==> src/rtl/fetch_sequencer.sv <==
// Program-counter and instruction-fetch sequencer for the single-issue MIPS
// datapath. It fetches one instruction at a time over a req/ack handshake and
// holds it for decode. When decode consumes the instruction, it picks the next
// fetch address from the JR, J/JAL and branch redirects in that priority order.
module fetch_sequencer #(
    parameter logic [31:0] RESET_PC = 32'h0000_0000
) (
    input  logic        clk,
    input  logic        nreset,
    output logic        imemReq,
    output logic [31:0] imemAddr,
    input  logic        imemAck,
    input  logic [31:0] imemData,
    output logic        instrValid,
    output logic [31:0] instruction,
    output logic [31:0] programCounter,
    output logic [31:0] linkAddress,
    input  logic        stall,
    input  logic        doesJump,
    input  logic [31:0] jumpAddress,
    input  logic        branchTaken,
    input  logic [15:0] branchImm,
    input  logic        jr,
    input  logic [31:0] jrAddress,
    output logic        misaligned,
    output logic [31:0] retiredCount
);

    typedef enum logic [1:0] {
        IDLE  = 2'd0,
        FETCH = 2'd1,
        VALID = 2'd2
    } state_t;

    state_t      state;
    state_t      state_next;
    logic [31:0] fetch_pc;
    logic [31:0] next_pc;
    logic [31:0] seq_pc;
    logic [31:0] branch_offset;
    logic        load_instr;
    logic        retire;

    // State register.
    // NOTE: sequential state uses non-blocking assignments so that every flop
    // samples its pre-edge value, independent of the order the blocks run in.
    always_ff @(posedge clk or negedge nreset) begin
        if (!nreset) begin
            state <= IDLE;
        end else begin
            state <= state_next;
        end
    end

    // Next-state and handshake decode; the memory ack only counts while a request is out.
    // NOTE: every output of this block gets a default first, so no path can
    // leave one unassigned and infer a latch.
    always_comb begin
        state_next = state;
        load_instr = 1'b0;
        retire     = 1'b0;
        imemReq    = 1'b0;
        instrValid = 1'b0;
        case (state)
            IDLE: begin
                state_next = FETCH;
            end
            FETCH: begin
                imemReq = 1'b1;
                if (imemAck) begin
                    load_instr = 1'b1;
                    state_next = VALID;
                end
            end
            VALID: begin
                instrValid = 1'b1;
                if (!stall) begin
                    retire     = 1'b1;
                    state_next = FETCH;
                end
            end
            default: begin
                state_next = IDLE;
            end
        endcase
    end

    // Next-PC selection by fixed priority: JR, then J/JAL, then taken branch, then sequential.
    always_comb begin
        seq_pc        = programCounter + 32'd4;
        branch_offset = {{14{branchImm[15]}}, branchImm, 2'b00};
        if (jr) begin
            next_pc = {jrAddress[31:2], 2'b00};
        end else if (doesJump) begin
            next_pc = jumpAddress;
        end else if (branchTaken) begin
            next_pc = seq_pc + branch_offset;
        end else begin
            next_pc = seq_pc;
        end
    end

    // Fetch address, held instruction, retire counter and sticky misalignment flag.
    always_ff @(posedge clk or negedge nreset) begin
        if (!nreset) begin
            fetch_pc       <= RESET_PC;
            instruction    <= 32'd0;
            programCounter <= 32'd0;
            retiredCount   <= 32'd0;
            misaligned     <= 1'b0;
        end else begin
            if (load_instr) begin
                instruction    <= imemData;
                programCounter <= fetch_pc;
            end
            if (retire) begin
                fetch_pc     <= next_pc;
                retiredCount <= retiredCount + 32'd1;
                if (jr && (jrAddress[1:0] != 2'b00)) begin
                    misaligned <= 1'b1;
                end
            end
        end
    end

    assign imemAddr    = fetch_pc;
    assign linkAddress = programCounter + 32'd4;

endmodule

==> config.mk <==
export PLATFORM = sky130hd
export DESIGN_NAME = fetch_sequencer
export DESIGN_NICKNAME = d
export VERILOG_FILES = /design/src/rtl/fetch_sequencer.sv
export SDC_FILE = /design/constraint.sdc
export NUM_CORES = 1
export LEC_CHECK = 0
export ABC_AREA = 1
export CORE_MARGIN = 3
export CORE_UTILIZATION = 25
export DETAILED_ROUTE_END_ITERATION = 10
export PLACE_DENSITY = 0.45
export SYNTH_ARGS = -nofsm -noshare
export SYNTH_HDL_FRONTEND = slang
export SYNTH_SLANG_ARGS = --single-unit
==> constraint.sdc <==
create_clock -name clk -period 7.5 [get_ports clk]
set_input_delay 1.125 -clock clk [delete_from_list [all_inputs] [get_ports clk]]
set_output_delay 1.125 -clock clk [all_outputs]
set_load 0.02 [all_outputs]
==> flow_metrics.py <==
metrics = {
    "final_layout": {
        "fill_cells": 3776,
        "multi_input_area_um2": 4940,
        "post-route-cell-area_um2": 12800,
        "syn2layout_area_growth_pct": 42.9,
        "drive_gt1_share_pct": 6.25,
        "diodes": 0,
        "layout.nets": 1667,
        "seqCellArea_um2": 3280,
    },
    "power_and_ir_drop": {
        "ir_worst_vdd_mv": 0.230,
        "p_per_area_nw_per_um2": 407,
        "p_leak_nw": 6.04,
    },
    "yosys": {
        "ys_ff_latch": 131,
        "ys_warn_count": 0,
        "synth_flop_cell": "dfrtp_1",
        "netlist_area_um2": 8950,
        "synth.distinct_cells": 42,
        "syn_inst": 1239,
        "synth-edff-count": 0,
        "async_reset_ff_share_pct": 100,
        "ys_seq_area_share_pct": 36.6,
        "syn_nets": 1396,
        "synth_area_per_cell_um2": 7.23,
    },
    "drt": {
        "drt_iter0_markers": 679,
        "postRouteAntennaNets": 0,
        "drt_first_pass_iters": 5,
        "drc": 0,
        "wire_per_inst_um": 18.4,
        "vias": 9044,
        "vias_per_cell": 4.58,
        "routed_wl_mm": 36.4,
    },
    "floorplanning": {
        "coreArea_um2": 34900,
        "start_util_pct": 25.7,
        "die_w_um": 195,
        "die_y_um": 195,
        "io_pins": 282,
        "dieArea_um2": 38100,
        "rows": 68,
    },
    "clock_tree": {
        "htree_levels": 4,
        "cts_root_buf": "clkbuf_16",
        "holdBufCountCts": 0,
        "clock_latency_ns": 0.42,
        "post_cts_buffers": 0,
        "cts_max_path_buffers": 2,
        "path_clk_slew_ns": 0.06,
        "cts.sinks": 131,
        "cts_buffers": 17,
        "cts_resized": 0,
        "cts_tree": "built",
    },
    "worst_setup_path": {
        "worstPathArrival_ns": 3.31,
        "critPathBufInv": 1,
        "endpoint_kind": "output port",
        "cp_top_family": "simple AND/OR/NAND/NOR gates",
        "crit_chain": "ha_1, nand2_1, nor2_1, nand2_1, nor2_1, nand2_1, xor2_1, clkdlybuf4s50_1",
        "path_class": "reg2out",
        "cp.required_ns": 6.38,
        "cpPeakStageDelay_ns": 0.69,
        "crit_fanout": 6,
        "critical-path-slowest-cell": "clkdlybuf4s50_1",
        "crit_top_cell": "nand2_1",
        "r2r_setup_slack_ns": 3.48,
        "crit_path_start_kind": "flip-flop",
    },
    "run": {
        "drv_cap": 0,
    },
    "sta": {
        "rsz0062_at_grt": "false",
        "setup_viol": 0,
        "fin_crit_sh_pct": 59.1,
        "worst_clock_skew_ns": 0.00801,
        "final_hold_viol_count": 0,
        "fin_crit_ns": 4.43,
        "drv_slew": 0,
        "fmax_ghz": 0.226,
        "relSlewSlack_pct": 32.0,
        "tns_ns": 0,
        "worstMarginPinSlew_ns": 1.02,
    },
    "global_route": {
        "grt_antenna_before_repair": 3,
        "grt_max_degree": 82,
        "track_usage_pct": 18.8,
        "grt_pass1_wl_mm": 55.3,
        "grt_pass1_vias": 8928,
        "grt-ovfl-total": 0,
    },
    "place": {
        "gp_congestion": 0.908,
        "placed_area_um2": 12300,
        "dp.final_hpwl_mm": 28.6,
        "portBuffers": 281,
    },
    "outcome": {
        "status": "completed",
    },
    "min_path": {
        "min_path_type": "reg2reg",
    },
}
==> final timing paths <==
path                                    from          endpoint  cells past startpoint
max                        programCounter[2]   linkAddress[22]                      8
min                               misaligned        misaligned                      1
max reg2reg                programCounter[2]      imemAddr[27]                     18
min reg2reg                       misaligned        misaligned                      1
max in group asynchronous             nreset          state[1]                      2
min in group asynchronous             nreset  retiredCount[30]                      1
==> Yosys cell counts (17+ instances only) <==
master / instances / area share, %
nand3_1: 86 / 4.8
nand4_1: 17 / 1.2
xnor2_1: 17 / 1.7
ha_1: 37 / 5.2
xor2_1: 46 / 4.5
dfrtp_1: 131 / 37
nor2_1: 130 / 5.4
nand2_1: 333 / 14
inv_1: 158 / 6.6
mux2_2: 35 / 4.4
o21ai_0: 57 / 3.2
a21oi_1: 60 / 3.4
nor3_1: 26 / 1.5
clkbuf_1: 28 / 1.2
==> layout by cell type (no fill, tap or decap), drive strengths merged, types with 17 or more instances in the layout <==
master / count
nand2: 337
xor2: 46
nor3: 27
xnor2: 17
dfrtp: 131
mux2: 35
o21ai: 59
clkbuf: 23
nor2: 142
clkdlybuf4s50: 280
ha: 37
a21oi: 60
inv: 160
nand3: 87
nand4: 17
==> metal layers <==
metal / GRT usage, % / vias up / share of wire (%)
met5: 0 / - / 0.099
met4: 4.59 / 6 / 1.7
met3: 4.78 / 30 / 6.8
met2: 30.2 / 284 / 46
met1: 25.4 / 4211 / 46
li1: - / 4513 / -
==> flip-flops by register name, indices dropped and copies added (netlist names) <==
signal and flops:
imemAddr 32, programCounter 32, retiredCount 32, instruction 32, state 2, misaligned 1
==> per-stage QoR <==
step / cells / hold WS [ns] / total power, mW / util [%] / setup slack, ns
finish: 1975 / 0.488 / 5.21 / 36.7 / 3.07
global route: 1975 / 0.511 / 5.61 / 36.7 / 2.96
CTS: 1975 / 0.489 / 5.27 / 36.7 / 3.05
detailed placement: 1946 / 0.467 / 4.44 / 35.1 / 3.22
global placement: 1946 / 0.465 / 4.45 / 35.1 / 3.21
floorplan: 1239 / 0.472 / 3.03 / - / 4.18
==> kinds of logic (layout without fill, tap and decap cells) <==
| kind of cell | Yosys count | count (layout) | synth area share, % |
|---|---|---|---|
| buffers and inverters | 196 | 477 | 8.30 |
| adders and majority gates | 38 | 38 | 5.39 |
| and+or+nand+nor | 626 | 626 | 29.8 |
| xor gates and xnor gates | 63 | 63 | 6.16 |
| AOI/OAI and AO/OA | 150 | 150 | 9.31 |
| muxes | 35 | 35 | 4.40 |
| DFF | 131 | 131 | 36.6 |
==> area by class of cell <==
cell class              count  area share [%]
inverters                 161            4.72
multi-input cells         912            38.6
clock buffers              23            3.81
flip-flops and latches    131            25.6
clock inverters             6           0.430
well taps                 455            4.45
repair buffers            287            22.3
==> report_power, final <==
group	internal, mW	total [mW]	leakage [nW]	switching [mW]
registers	0.978	1.28	1.60	0.300
clock network	0.482	0.791	0.274	0.309
logic	1.30	3.14	4.17	1.85
Note: power is estimated with default switching activity, not from simulation.
